===== config.mk =====
export PLATFORM = sky130hd
export DESIGN_NAME = ppm_decoder
export DESIGN_NICKNAME = d
export VERILOG_FILES = /design/src/rtl/ppm_decoder.sv
export SDC_FILE = /design/constraint.sdc
export NUM_CORES = 1
export LEC_CHECK = 0
export ABC_AREA = 1
export BUFFER_PORTS_ARGS = -buffer_cell sky130_fd_sc_hd__buf_4
export CAP_MARGIN = 15
export CORE_MARGIN = 4
export CORE_UTILIZATION = 57
export DETAILED_ROUTE_END_ITERATION = 8
export GPL_TIMING_DRIVEN = 0
export PLACE_DENSITY = 0.86
export SKIP_CTS_REPAIR_TIMING = 1
export SYNTH_ARGS = -nofsm -noshare
export SYNTH_HDL_FRONTEND = slang
export SYNTH_SLANG_ARGS = --single-unit
export TNS_END_PERCENT = 10

===== constraint.sdc =====
create_clock -name clk -period 2 [get_ports clk]
set_clock_uncertainty 0.2 [all_clocks]
set_input_delay 0.2 -clock clk [delete_from_list [all_inputs] [get_ports clk]]
set_output_delay 0.2 -clock clk [all_outputs]
set_load 0.01 [all_outputs]

===== src/rtl/ppm_decoder.sv =====
// 4-PPM serial frame decoder: hunts for SOF, decodes 2-bit symbols into bytes,
// and reports frame completion or framing/coding errors.
module ppm_decoder #(
  parameter int MAX_BYTES = 15
) (
  input  logic       clk,
  input  logic       rst,
  input  logic       Din,
  output logic [7:0] Dout,
  output logic       Dout_valid,
  output logic       frame_done,
  output logic [3:0] frame_len,
  output logic       frame_err
);

  // state | meaning
  // HUNT  | slide a 4-chip window over Din looking for SOF
  // DATA  | chip-aligned symbol decoding, bytes assembled MSB pair first
  // END   | single cycle carrying the frame_done/frame_err pulse
  typedef enum logic [1:0] {HUNT, DATA, END} state_t;

  localparam logic [3:0] SOF   = 4'b1001;
  localparam logic [3:0] EOF   = 4'b0110;
  localparam logic [3:0] MAX_B = 4'(MAX_BYTES);

  state_t     state, state_nxt;
  logic [3:0] win, win_nxt;
  logic [2:0] chips, chips_nxt;
  logic [1:0] chip_cnt, chip_cnt_nxt;
  logic [1:0] sym_cnt, sym_cnt_nxt;
  logic [3:0] byte_cnt, byte_cnt_nxt;
  logic [5:0] byte_sh, byte_sh_nxt;
  logic [7:0] dout_nxt;
  logic       valid_nxt, done_nxt, err_nxt;
  logic [3:0] len_nxt;

  logic [3:0] sym;
  logic       sym_hot;
  logic [1:0] sym_val;

  // Oldest chip sits in bit 3, so a high first chip decodes as value 0.
  assign sym = {chips, Din};

  always_comb begin
    sym_hot = 1'b1;
    sym_val = 2'd0;
    case (sym)
      4'b1000: sym_val = 2'd0;
      4'b0100: sym_val = 2'd1;
      4'b0010: sym_val = 2'd2;
      4'b0001: sym_val = 2'd3;
      default: sym_hot = 1'b0;
    endcase
  end

  always_comb begin
    state_nxt    = state;
    win_nxt      = win;
    chips_nxt    = chips;
    chip_cnt_nxt = chip_cnt;
    sym_cnt_nxt  = sym_cnt;
    byte_cnt_nxt = byte_cnt;
    byte_sh_nxt  = byte_sh;
    dout_nxt     = Dout;
    valid_nxt    = 1'b0;
    done_nxt     = 1'b0;
    err_nxt      = 1'b0;
    len_nxt      = 4'd0;

    case (state)
      HUNT: begin
        win_nxt = {win[2:0], Din};
        if ({win[2:0], Din} == SOF) begin
          state_nxt    = DATA;
          win_nxt      = 4'd0;
          chip_cnt_nxt = 2'd0;
        end
      end

      DATA: begin
        chip_cnt_nxt = chip_cnt + 2'd1;
        chips_nxt    = {chips[1:0], Din};
        if (chip_cnt == 2'd3) begin
          if (sym_hot) begin
            sym_cnt_nxt = sym_cnt + 2'd1;
            byte_sh_nxt = {byte_sh[3:0], sym_val};
            if (sym_cnt == 2'd3) begin
              if (byte_cnt == MAX_B) begin
                err_nxt   = 1'b1;
                state_nxt = END;
              end else begin
                dout_nxt     = {byte_sh, sym_val};
                valid_nxt    = 1'b1;
                byte_cnt_nxt = byte_cnt + 4'd1;
              end
            end
          end else if (sym == EOF && sym_cnt == 2'd0 && byte_cnt != 4'd0) begin
            done_nxt  = 1'b1;
            len_nxt   = byte_cnt;
            state_nxt = END;
          end else begin
            err_nxt   = 1'b1;
            state_nxt = END;
          end

          if (state_nxt == END) begin
            win_nxt      = 4'd0;
            chips_nxt    = 3'd0;
            chip_cnt_nxt = 2'd0;
            sym_cnt_nxt  = 2'd0;
            byte_cnt_nxt = 4'd0;
            byte_sh_nxt  = 6'd0;
          end
        end
      end

      END: begin
        // The chip seen during the pulse cycle already counts toward the next SOF.
        win_nxt   = {3'b000, Din};
        state_nxt = HUNT;
      end

      default: state_nxt = HUNT;
    endcase
  end

  always_ff @(posedge clk) begin
    if (rst) begin
      state <= HUNT;
    end else begin
      state <= state_nxt;
    end
  end

  always_ff @(posedge clk) begin
    if (rst) begin
      win        <= 4'd0;
      chips      <= 3'd0;
      chip_cnt   <= 2'd0;
      sym_cnt    <= 2'd0;
      byte_cnt   <= 4'd0;
      byte_sh    <= 6'd0;
      Dout       <= 8'd0;
      Dout_valid <= 1'b0;
      frame_done <= 1'b0;
      frame_len  <= 4'd0;
      frame_err  <= 1'b0;
    end else begin
      win        <= win_nxt;
      chips      <= chips_nxt;
      chip_cnt   <= chip_cnt_nxt;
      sym_cnt    <= sym_cnt_nxt;
      byte_cnt   <= byte_cnt_nxt;
      byte_sh    <= byte_sh_nxt;
      Dout       <= dout_nxt;
      Dout_valid <= valid_nxt;
      frame_done <= done_nxt;
      frame_len  <= len_nxt;
      frame_err  <= err_nxt;
    end
  end

endmodule


# Word level (Yosys, flattened, before mapping)
# Cells that the tools add are included.
dict set report word_totals {
  regBits 37
  latchBits 0
  mem_bits_rw 0
  mem_bits_ro 0
  in_bits 3
  output_inout_bits 15
  word_cells 91
  n_memories 0
}
dict set report op_classes {
  n_addsub 3
  multipliers 0
  n_div 0
  order_cmp 0
  n_eq_ne 16
  shift 0
  mux 34
  bitwise 6
  n_reduce_logical 20
}
# op n
set op_table {}
lappend op_table {{2-to-1 mux 2 bit} 12}
lappend op_table {{2-to-1 mux 4 bit} 4}
lappend op_table {{2-to-1 mux 3 bit} 5}
lappend op_table {{equality test 4 bit (second input constant)} 3}
lappend op_table {{2-to-1 mux 6 bit} 2}
lappend op_table {{AND reduction 5 bit} 2}
lappend op_table {{OR reduction 5 bit} 2}
lappend op_table {{one-hot mux 3 bit (3 select lines)} 1}
lappend op_table {{equality test 2 bit (second input constant)} 4}
lappend op_table {{equality test 4 x 3 -> 1 bit (second input constant)} 2}
lappend op_table {{one-hot mux 2 bit (2 select lines)} 2}
lappend op_table {{OR reduction 4 bit} 2}
lappend op_table {{2-to-1 mux 1 bit} 7}
lappend op_table {{!= test 2 bit (second input constant)} 3}
lappend op_table {{NOT 1 bit} 6}
lappend op_table {{one-hot mux 2 bit (3 select lines)} 1}
lappend op_table {{AND reduction 3 bit} 2}
lappend op_table {{nonzero test 2 bit} 3}
lappend op_table {{adder 2 x 1 -> 2 bit (second input constant)} 2}
lappend op_table {{adder 4 x 1 -> 4 bit (second input constant)} 1}
lappend op_table {{equality test 4 x 1 -> 1 bit (second input constant)} 1}
lappend op_table {{equality test 4 x 2 -> 1 bit (second input constant)} 1}
lappend op_table {{logical NOT 2 bit} 2}
lappend op_table {{AND reduction 2 bit} 2}
lappend op_table {{6 further kinds} 7}

# Depth between registers and ports, before layout
# Gate-level depths: netlist of the first run.
dict set report logic_depth {
  ltp_word 10
  ltp_mapped 11
  ltp_nobuf 11
}

# Least setup slack after synthesis of the first run
# Ideal clock, no wire load.
dict set report synth_path {
  kind {reg2reg}
  from {register state[1]}
  to {register Dout[0]}
  setup_ns 0.121
  arrival_time_ns 1.394
  t_required_ns 1.679
  setup_slack_ns 0.285
  stages_incl_launch_ff 12
  path_buffers 1
  synth_period_minus_slack_ns 1.715
  path_cell_list {dfxtp_1 -> inv_1 -> ha_1 -> buf_4 -> nand2_4 -> inv_4 -> nand3_4 -> inv_2 -> nand2_4 -> inv_4 -> o21ai_1 -> a21oi_2}
}
dict set report synth_between {
  elab_chain_cells 2
}
# element line
set synth_lines {}
lappend synth_lines {{from (decl)} 26} ;# state_t state, state_nxt;
lappend synth_lines {{from (signal assigned)} 131} ;# state <= state_nxt;
lappend synth_lines {{equality test 2 x 1 -> 1 bit} 70} ;# case (state)
lappend synth_lines {{AND reduction 5 bit (no line)} n/a}
lappend synth_lines {{to (signal assigned)} 155} ;# Dout <= dout_nxt;
lappend synth_lines {{to (decl)} 9} ;# output logic [7:0] Dout,
# No other way between the ends.
# A chain may end at the register's enable or synchronous reset.

# Final worst setup path of the first run
# Ends and elaborated chain as after synthesis.

==> results of run 1 <==
-- power by group through the flow --
stage | clock network (mW) | registers, mW | logic, mW
2_1_floorplan | 0 | 0.814 | 0.397
4_1_cts | 0.565 | 0.803 | 0.476
3_3_place_gp | 0 | 0.818 | 0.463
5_1_grt | 0.594 | 0.810 | 0.542
6_report | 0.552 | 0.803 | 0.487
3_5_place_dp | 0 | 0.820 | 0.474
-- how the worst max path moves through the flow --
stage,start,to,cells past startpoint
after floorplan,state[1]$_SDFFE_PP0P_,Dout[0]$_SDFFE_PP0P_,11
after global placement,state[1]$_SDFFE_PP0P_,Dout[0]$_SDFFE_PP0P_,11
after detailed placement,state[1]$_SDFFE_PP0P_,Dout[0]$_SDFFE_PP0P_,11
after CTS,state[1]$_SDFFE_PP0P_,Dout[0]$_SDFFE_PP0P_,11
after global routing,state[1]$_SDFFE_PP0P_,Dout[3]$_SDFFE_PP0P_,11
final,state[1]$_SDFFE_PP0P_,Dout[0]$_SDFFE_PP0P_,11
-- layout by cell type, fill, tap and decap left out, types with 2 or more instances in the layout --
| cell | count |
|---|---|
| a21oi_1 | 18 |
| a21oi_2 | 5 |
| a31oi_1 | 2 |
| buf_4 | 18 |
| clkbuf_4 | 5 |
| dfxtp_1 | 36 |
| dlygate4sd3_1 | 2 |
| ha_1 | 8 |
| inv_1 | 27 |
| inv_2 | 4 |
| nand2_1 | 37 |
| nand2_4 | 7 |
| nand3_1 | 14 |
| nand3_2 | 3 |
| nand3_4 | 3 |
| nor2_1 | 29 |
| o2111ai_1 | 2 |
| o211ai_1 | 5 |
| o21ai_0 | 8 |
| o21ai_1 | 4 |
-- cells by family after synthesis --
family                     Yosys count  share of synthesized area
adders and majority gates            8                    0.05602
buffers and inverters               38                    0.08963
AOI/OAI and AO/OA                   45                     0.1506
DFF                                 37                     0.4146
xor gates and xnor gates             1                   0.004903
and+or+nand+nor                     97                     0.2843
-- worst min-delay path: cells and delay by family (launching register included) --
family | cells | cell delay [ps]
buffers and inverters | 1 | 60
AO/OA/AOI/OAI | 1 | 60
flip-flops | 1 | 330
-- through the flow --
stage               setup slack, ps  power, mW  hold WS [ps]
floorplan                     285.1      1.211         161.7
global placement              99.97      1.282         256.2
detailed placement            77.41      1.293         275.4
CTS                           65.78      1.844        -56.57
global route                  2.659      1.945         301.8
finish                        130.0      1.842         289.5
-- registers in the layout, indices dropped and copies added (netlist names) --
name	flops
win	3
sym_cnt	2
chip_cnt	2
byte_cnt	4
chips	3
frame_len	4
frame_err	1
byte_sh	6
frame_done	1
Dout	8
Dout_valid	1
state	2
-- synth_stat cells, drive strengths merged, types with 2 or more instances --
cell,count
a31oi,2
o2111ai,2
a21oi,23
o21ai,12
nand2,45
nor2,31
ha,8
dfxtp,37
nand3,20
inv,33
buf,3
o211ai,5
-- routing by layer --
metal | share of wire | vias to the layer above
li1 | - | 782
met1 | 0.45 | 684
met2 | 0.48 | 30
met3 | 0.055 | 8
met4 | 0.016 | 0
met5 | 0 | -
-- cell type report --
class / instances / share of cell area
buffer: 4 / 0.01321
timing repair buffer: 19 / 0.07083
clock inverter: 2 / 0.01801
sequential: 37 / 0.3559
multi-input combinational: 151 / 0.4250
tap: 44 / 0.02641
clock buffer: 6 / 0.02461
inverter: 34 / 0.06603
==> run_results.csv, run 1 <==
group,metric,value,unit
outcome,status,"complete, no violations",
critical_path,rr_startpoint,"state[1]$_SDFFE_PP0P_",
timing,hold_viol_final,0,
timing,rsz0062_at_grt,"false",
layout,layout-drive-gt1-share,0.2213,
synth,ys_warn_count,0,
floorplanning,rows,20,
clock_network,cts_tree,"yes",
power_and_ir_drop,switching_share,0.3243,
synth,yosys.area.top_type_share,0.4146,
layout,fillCellCount,252,
detailed_routing,routedWlPerCell,11.86,um
clock_network,path_clk_slew,110,ps
synth,ys_async_sr_fraction,0,
synth,netlist_top_cells_area,"dfxtp_1 (41%), nand2_1 (7.8%), nor2_1 (6.1%)",
synth,synth_cells,226,
synth,synth_edf_count,0,
layout,fin_util,0.6884,
critical_path,r2r_slack,130,ps
synth,synth_ff_type,"dfxtp_1",
layout,seqCellArea,742.0,um2
timing,period_minus_slack,1870,ps
global_routing,grt_pass1_wl,6072,um
floorplanning,fp.dieH,63.99,um
detailed_routing,viasPerCell,5.064,
place,postPlaceCellArea,0.001969,mm2
clock_network,root_buffer,"clkbuf_4",
timing,tightest_slew,553.8,ps
power_and_ir_drop,powerDensity,883.6,mW/mm2
power_and_ir_drop,power.switching,0.5973,mW
floorplanning,initial_core_util,0.5901,
layout,area_delta_synth_final,16.67,%
timing,setup-tns-final,0,ps
job,drv_cap,0,
detailed_routing,drc,0,
critical_path,cpLargestDelayFamily,"buffers and inverters",
place,port_buffers,17,
timing,setup_viol,0,
detailed_routing,drtPass1Iterations,4,
timing,slew_violations,0,
critical_path,critical_path_class,"register to register",
global_routing,busiest_layer,"met2",
global_routing,grt_use_met2,0.3161,
layout,multi_input_area,885.9,um2
global_routing,grtUsageTotal,0.1904,
power_and_ir_drop,p_comb_frac,0.264,
global_routing,met3_usage,0.05800,
timing,relSlewSlack,0.6308,
floorplanning,io_pins,18,
critical_path,slowest_delay,370,ps
timing,fin_crit_sh,0.9350,
critical_path,worstPathArrival,1920,ps
place,dpl.hpwl,2652,um
worst_hold_path,min_to,"chip_cnt[0]$_SDFFE_PP0P_",
clock_network,clockBufferDepth,2,
synth,ys_seq_area_frac,0.4146,
global_routing,grt_max_degree,13,
place,dpl.cell_count,287,
global_routing,grt_use_met1,0.2281,
layout,num_antenna_cells,0,
layout,postLayoutCellArea,0.002085,mm2
layout,fin_nets,263,
global_routing,grt_pass1_vias,1447,
critical_path,start_kind,"register",
power_and_ir_drop,p_leak,0.9107,nW
critical_path,r2r-end,"Dout[0]$_SDFFE_PP0P_",
power_and_ir_drop,irDropWorstVdd,0.5512,mV
timing,fmax,534.8,MHz
worst_hold_path,hold_path_startpoint,"chip_cnt[0]$_SDFFE_PP0P_",
detailed_routing,ant_nets,0,
critical_path,worstPathMaxFanout,10,
critical_path,timing.critical_path.buf_inv,5,
critical_path,rr_worst_depth,11,
detailed_routing,drt_iter0_markers,60,
critical_path,worst_path_max_delay_cell,"dfxtp_2",
synth,syn_avg_cell_area,7.906,um2
worst_hold_path,hold_path.class,"register to register",
power_and_ir_drop,seq_power_share,0.436,
clock_network,clock_latency,350,ps
detailed_routing,wirelength,3523,um
place,place_congestion,0.7736,
synth,yosys.cell_types.count,29,
clock_network,cts_inserted_buffers,5,
clock_network,htree_levels,2,
critical_path,end_kind,"register",
critical_path,worstPathCellList,"inv_1 -> ha_1 -> buf_4 -> nand2_4 -> inv_8 -> nand3_4 -> inv_2 -> nand2_4 -> inv_4 -> o21ai_1 -> a21oi_2",
power_and_ir_drop,internal_power,1.245,mW
floorplanning,die-area,0.004094,mm2
global_routing,grt_overflow,0,
power_and_ir_drop,clockPowerShare,0.300,
critical_path,cp_common_cell,"nand2_4",
critical_path,worst_ep_required_time,2050,ps
synth,synth_nets,237,
floorplanning,coreArea,0.003028,mm2
layout,fin_cells,297,
worst_hold_path,whs_path_depth,2,
synth,synth_top_area_cell,"dfxtp_1",
clock_network,clkSinkCount,37,
detailed_routing,via_count,1504,
synth,ys_seq_elements,37,
global_routing,antenna_found_initial,0,
floorplanning,die_width,63.99,um
synth,syn-cell-area,0.001787,mm2
Note: power is estimated with default switching activity, not from simulation.
==> run 2, diff against run 1 <==
Settings changed: PLACE_DENSITY 0.86 to 0.84, SKIP_LAST_GASP set to 1.
==> run 2 against run 1 <==
Compared with the run above:
- final cell count did not move
- clock power decreased by 23%
- first-iteration DRC count down 3.3%
- count of clock-buffer cells in the layout is the same
- core utilization fell by 0.58 points
- routed wire length is 1.9% lower
- critical endpoint is now Dout[3]$_SDFFE_PP0P_
- critical path depth did not move
- maximum frequency increased by 1.2%
- power is 6.8% lower
- non-clock buffer count unchanged
- flip-flop and latch count did not move
==> run_results.csv, run 2 (synthesis results as in run 1) <==
group,metric,value,unit
detailed_routing,routedWlPerCell,11.64,um
layout,layout_commonest_cell,"nand2_1",
global_routing,antenna_found_initial,0,
global_routing,grt_pass1_vias,1352,
critical_path,cpLargestDelayFamily,"buffers and inverters",
power_and_ir_drop,p_comb_frac,0.284,
timing,tightest_slew,514.4,ps
critical_path,slowest_delay,350,ps
layout,largest_reg_flops,8,
critical_path,critical_path_class,"register to register",
detailed_routing,drc,0,
job,drv_cap,0,
detailed_routing,drtPass1Iterations,4,
critical_path,worstPathCellList,"inv_1 -> ha_1 -> buf_4 -> nand2_8 -> inv_6 -> nand3_4 -> inv_2 -> nand2_4 -> inv_4 -> o21ai_1 -> a21oi_2",
floorplanning,coreArea,0.003028,mm2
power_and_ir_drop,seq_power_share,0.468,
detailed_routing,via_count,1498,
critical_path,worstPathArrival,1930,ps
timing,hold_viol_final,0,
power_and_ir_drop,irDropWorstVdd,0.4756,mV
critical_path,end_kind,"register",
layout,area_delta_synth_final,15.69,%
timing,rsz0062_at_grt,"false",
worst_hold_path,hold_path.class,"register to register",
power_and_ir_drop,internal_power,1.120,mW
power_and_ir_drop,powerDensity,830.2,mW/mm2
floorplanning,io_pins,18,
detailed_routing,ant_nets,0,
global_routing,grt_max_degree,13,
layout,final_cell_mix,"nand2_1 (37), dfxtp_1 (36), nor2_1 (29)",
power_and_ir_drop,switching_share,0.3471,
clock_network,cts_tree,"yes",
clock_network,clkSinkCount,37,
layout,top_register,"Dout",
clock_network,cts_inserted_buffers,5,
place,place_congestion,0.8750,
layout,fin_nets,263,
clock_network,htree_levels,2,
detailed_routing,wirelength,3456,um
detailed_routing,drt_iter0_markers,58,
place,dpl.hpwl,2470,um
global_routing,grt_overflow,0,
layout,multi_input_area,894.6,um2
clock_network,clockBufferDepth,2,
floorplanning,fp.dieH,63.99,um
critical_path,timing.critical_path.buf_inv,5,
floorplanning,initial_core_util,0.5901,
clock_network,path_clk_slew,110,ps
detailed_routing,viasPerCell,5.044,
place,port_buffers,17,
power_and_ir_drop,clockPowerShare,0.248,
timing,setup-tns-final,0,ps
floorplanning,rows,20,
timing,fin_crit_sh,0.9240,
timing,setup_viol,0,
critical_path,worst_ep_required_time,2080,ps
floorplanning,die-area,0.004094,mm2
clock_network,clock_latency,350,ps
global_routing,grt_pass1_wl,5830,um
critical_path,start_kind,"register",
critical_path,worstPathMaxFanout,10,
power_and_ir_drop,power.switching,0.5956,mW
power_and_ir_drop,total_power,1.716,mW
critical_path,worst_path_max_delay_cell,"dfxtp_2",
layout,seqCellArea,742.0,um2
timing,period_minus_slack,1848,ps
timing,slew_violations,0,
timing,fmax,541.1,MHz
layout,num_antenna_cells,0,
floorplanning,die_width,63.99,um
layout,layout-drive-gt1-share,0.2213,
power_and_ir_drop,p_leak,0.8876,nW
layout,reg_top3,"Dout: 8 flops, byte_sh: 6 flops",
global_routing,grtUsageTotal,0.1842,
clock_network,root_buffer,"clkbuf_4",
timing,relSlewSlack,0.6570,
outcome,status,"complete, no violations",
layout,fillCellCount,249,
-- run 2: cell count changes in the layout (fill, tap and decap cells not counted), sizes merged --
cell,change
clkinvlp,-1
clkinv,+2
bufinv,-1
-- run 2: final timing paths --
check,from,to,slack (ps),cells past startpoint
max,state[1]$_SDFFE_PP0P_,Dout[3]$_SDFFE_PP0P_,150,11
min,chip_cnt[1]$_SDFFE_PP0P_,chip_cnt[1]$_SDFFE_PP0P_,270,2
max reg2reg,state[1]$_SDFFE_PP0P_,Dout[3]$_SDFFE_PP0P_,150,11
min reg2reg,chip_cnt[1]$_SDFFE_PP0P_,chip_cnt[1]$_SDFFE_PP0P_,270,2
-- run 2: tightest hold or removal path, cell delays in order (launching register included) --
cell and delay (ps):
dfxtp_1 330, nand2_1 60, a21oi_1 50
-- run 2: area by class of cell --
| type | instances | area share |
|---|---|---|
| Buffer | 4 | 0.01332 |
| Clock buffer | 6 | 0.02482 |
| Tap cell | 44 | 0.02663 |
| Clock inverter | 2 | 0.006659 |
| Multi-Input combinational cell | 151 | 0.4328 |
| Sequential cell | 37 | 0.3590 |
| Timing Repair Buffer | 19 | 0.07143 |
| Inverter | 34 | 0.06538 |
-- run 2: layer usage --
layer  track usage  part of all wire  vias up
li1              -                 -      784
met2        0.3148              0.48       31
met1        0.2151              0.45      679
met5             0                 0        -
met3       0.04745             0.052        4
met4       0.08086             0.011        0
-- run 2: through the flow --
| stage | instances | instance area, um2 | setup slack, ps | hold slack (ps) | util |
|---|---|---|---|---|---|
| 3_3_place_gp | 287 | 1969 | 107.2 | 254.7 | 0.6504 |
| 6_report | 297 | 2067 | 152.0 | 271.9 | 0.6826 |
| 4_1_cts | 295 | 2034 | 57.75 | -63.18 | 0.6719 |
| 5_1_grt | 297 | 2067 | 23.09 | 318.6 | 0.6826 |
| 3_5_place_dp | 287 | 1969 | 68.97 | 260.7 | 0.6504 |
| 2_1_floorplan | 226 | 1787 | 285.1 | 161.7 | - |
-- run 2: power by group through the flow --
stage / sequential (mW) / combinational [mW] / clock (mW)
after floorplan: 0.814 / 0.397 / 0
after global placement: 0.819 / 0.465 / 0
after detailed placement: 0.820 / 0.471 / 0
after CTS: 0.803 / 0.472 / 0.436
after global routing: 0.810 / 0.539 / 0.469
final: 0.804 / 0.488 / 0.425
==> run 3, diff against run 2 <==
Settings changed: BUFFER_PORTS_ARGS -buffer_cell sky130_fd_sc_hd__buf_4 to -buffer_cell sky130_fd_sc_hd__clkbuf_2.
==> run 3 against run 2 <==
Compared with the run above:
- maximum frequency down 0.51%
- final cell count is 0.34% lower
- worst hold slack got worse by 260 ps
- largest power group unchanged
- die area unchanged
- core utilization fell by 0.66 points
- combinational power grew 2%
- clock power increased by 29%
- design area fell by 0.97%
- count of clock-buffer cells in the layout unchanged
==> run_results.csv, run 3 (synthesis results as in run 1) <==
group,metric,value,unit
outcome,status,"complete, no violations",
critical_path,worst_path_max_delay_cell,"dfxtp_2",
critical_path,worstPathArrival,1940,ps
floorplanning,io_pins,18,
detailed_routing,drc,0,
power_and_ir_drop,p_comb_frac,0.269,
power_and_ir_drop,seq_power_share,0.435,
layout,reg_top3,"Dout: 8 flops, byte_sh: 6 flops",
critical_path,critical_path_class,"register to register",
critical_path,worstPathMaxFanout,10,
power_and_ir_drop,power.switching,0.5948,mW
clock_network,htree_levels,2,
power_and_ir_drop,clockPowerShare,0.296,
layout,largest_reg_flops,8,
floorplanning,fp.dieH,63.99,um
timing,period_minus_slack,1857,ps
critical_path,cp_common_cell,"inv_4",
place,dpl.hpwl,2590,um
layout,final_cell_mix,"nand2_1 (37), dfxtp_1 (36), nor2_1 (29)",
detailed_routing,via_count,1491,
layout,layout-drive-gt1-share,0.2222,
timing,hold_viol_final,0,
timing,hold_slack,15.77,ps
critical_path,worst_ep_required_time,2080,ps
layout,fin_nets,262,
global_routing,grt_pass1_wl,5954,um
timing,fin_crit_sh,0.9287,
layout,layout_commonest_cell,"nand2_1",
layout,postLayoutCellArea,0.002047,mm2
clock_network,cts_tree,"yes",
timing,rsz0062_at_grt,"false",
detailed_routing,drt_iter0_markers,43,
power_and_ir_drop,switching_share,0.3221,
detailed_routing,wirelength,3453,um
critical_path,worstPathCellList,"inv_1 -> ha_1 -> buf_6 -> nand2_8 -> inv_8 -> nand3_4 -> inv_4 -> nand2_4 -> inv_4 -> o21ai_1 -> a21oi_2",
global_routing,grt_pass1_vias,1415,
clock_network,clkSinkCount,37,
layout,num_antenna_cells,0,
detailed_routing,ant_nets,0,
layout,top_register,"Dout",
global_routing,grtUsageTotal,0.1863,
timing,setup-tns-final,0,ps
place,postPlaceCellArea,0.001927,mm2
detailed_routing,drtPass1Iterations,5,
clock_network,clock_latency,340,ps
critical_path,start_kind,"register",
power_and_ir_drop,powerDensity,902.1,mW/mm2
global_routing,antenna_found_initial,0,
place,port_buffers,17,
clock_network,root_buffer,"clkbuf_4",
floorplanning,die-area,0.004094,mm2
floorplanning,rows,20,
timing,setup_viol,0,
clock_network,path_clk_slew,110,ps
timing,tightest_slew,498.0,ps
floorplanning,coreArea,0.003028,mm2
layout,area_delta_synth_final,14.57,%
place,place_congestion,0.8295,
critical_path,slowest_delay,360,ps
clock_network,cts_inserted_buffers,5,
floorplanning,initial_core_util,0.5901,
power_and_ir_drop,p_leak,0.8784,nW
global_routing,grt_overflow,0,
timing,relSlewSlack,0.6680,
floorplanning,die_width,63.99,um
global_routing,grt_max_degree,13,
critical_path,end_kind,"register",
power_and_ir_drop,irDropWorstVdd,0.5274,mV
detailed_routing,viasPerCell,5.037,
timing,fmax,538.4,MHz
detailed_routing,routedWlPerCell,11.67,um
power_and_ir_drop,internal_power,1.252,mW
worst_hold_path,hold_path.class,"input pin to register",
clock_network,clockBufferDepth,2,
job,drv_cap,0,
timing,slew_violations,0,
run 3: worst paths after layout:
path	slack, ps	cells past startpoint	start	to
worst max-delay path	140	11	state[1]$_SDFFE_PP0P_	Dout[3]$_SDFFE_PP0P_
worst min-delay path	20	4	rst	sym_cnt[1]$_SDFFE_PP0P_
worst max register to register	140	11	state[1]$_SDFFE_PP0P_	Dout[3]$_SDFFE_PP0P_
worst min register to register	280	2	Dout[1]$_SDFFE_PP0P_	Dout[1]$_SDFFE_PP0P_
run 3: worst max-delay path, delay by kind of cell (launching register included):
| kind | cells | cell delay (ps) |
|---|---|---|
| AO/OA/AOI/OAI | 2 | 180 |
| buffers and inverters | 5 | 550 |
| adder cells (fa/ha/maj) | 1 | 160 |
| AND/OR/NAND/NOR | 3 | 320 |
| flip-flops | 1 | 360 |
run 3: layout make-up:
| class | count | area (um2) |
|---|---|---|
| plain buffers | 4 | 31.28 |
| clock buffers | 6 | 51.30 |
| clock inverters | 2 | 37.54 |
| fillers | 265 | 980.9 |
| inverters | 34 | 140.1 |
| multi-input cells | 151 | 894.6 |
| flip-flops and latches | 37 | 742.0 |
| well taps | 44 | 55.05 |
| repair buffers | 18 | 95.09 |
run 3: metrics by stage:
step / power (mW) / worst slack (ps) / std cells / utilization
CTS: 1.834 / 16.74 / 295 / 0.6657
global placement: 1.285 / 93.37 / 287 / 0.6364
floorplan: 1.211 / 285.1 / 226 / -
global route: 1.949 / 11.69 / 296 / 0.6760
detailed placement: 1.290 / 42.90 / 287 / 0.6364
finish: 1.847 / 142.5 / 296 / 0.6760
run 3: power groups by stage:
stage / Clock [mW] / Combinational (mW) / Sequential [mW]
floorplan: 0 / 0.397 / 0.814
global placement: 0 / 0.466 / 0.819
detailed placement: 0 / 0.471 / 0.819
CTS: 0.557 / 0.474 / 0.803
global route: 0.589 / 0.551 / 0.809
finish: 0.547 / 0.496 / 0.803
run 3: metal layers:
layer / global-route usage / routed length (um)
met4: 0.08625 / 76
met2: 0.3226 / 1692
met1: 0.2073 / 1519
met3: 0.05624 / 165
met5: 0 / 0
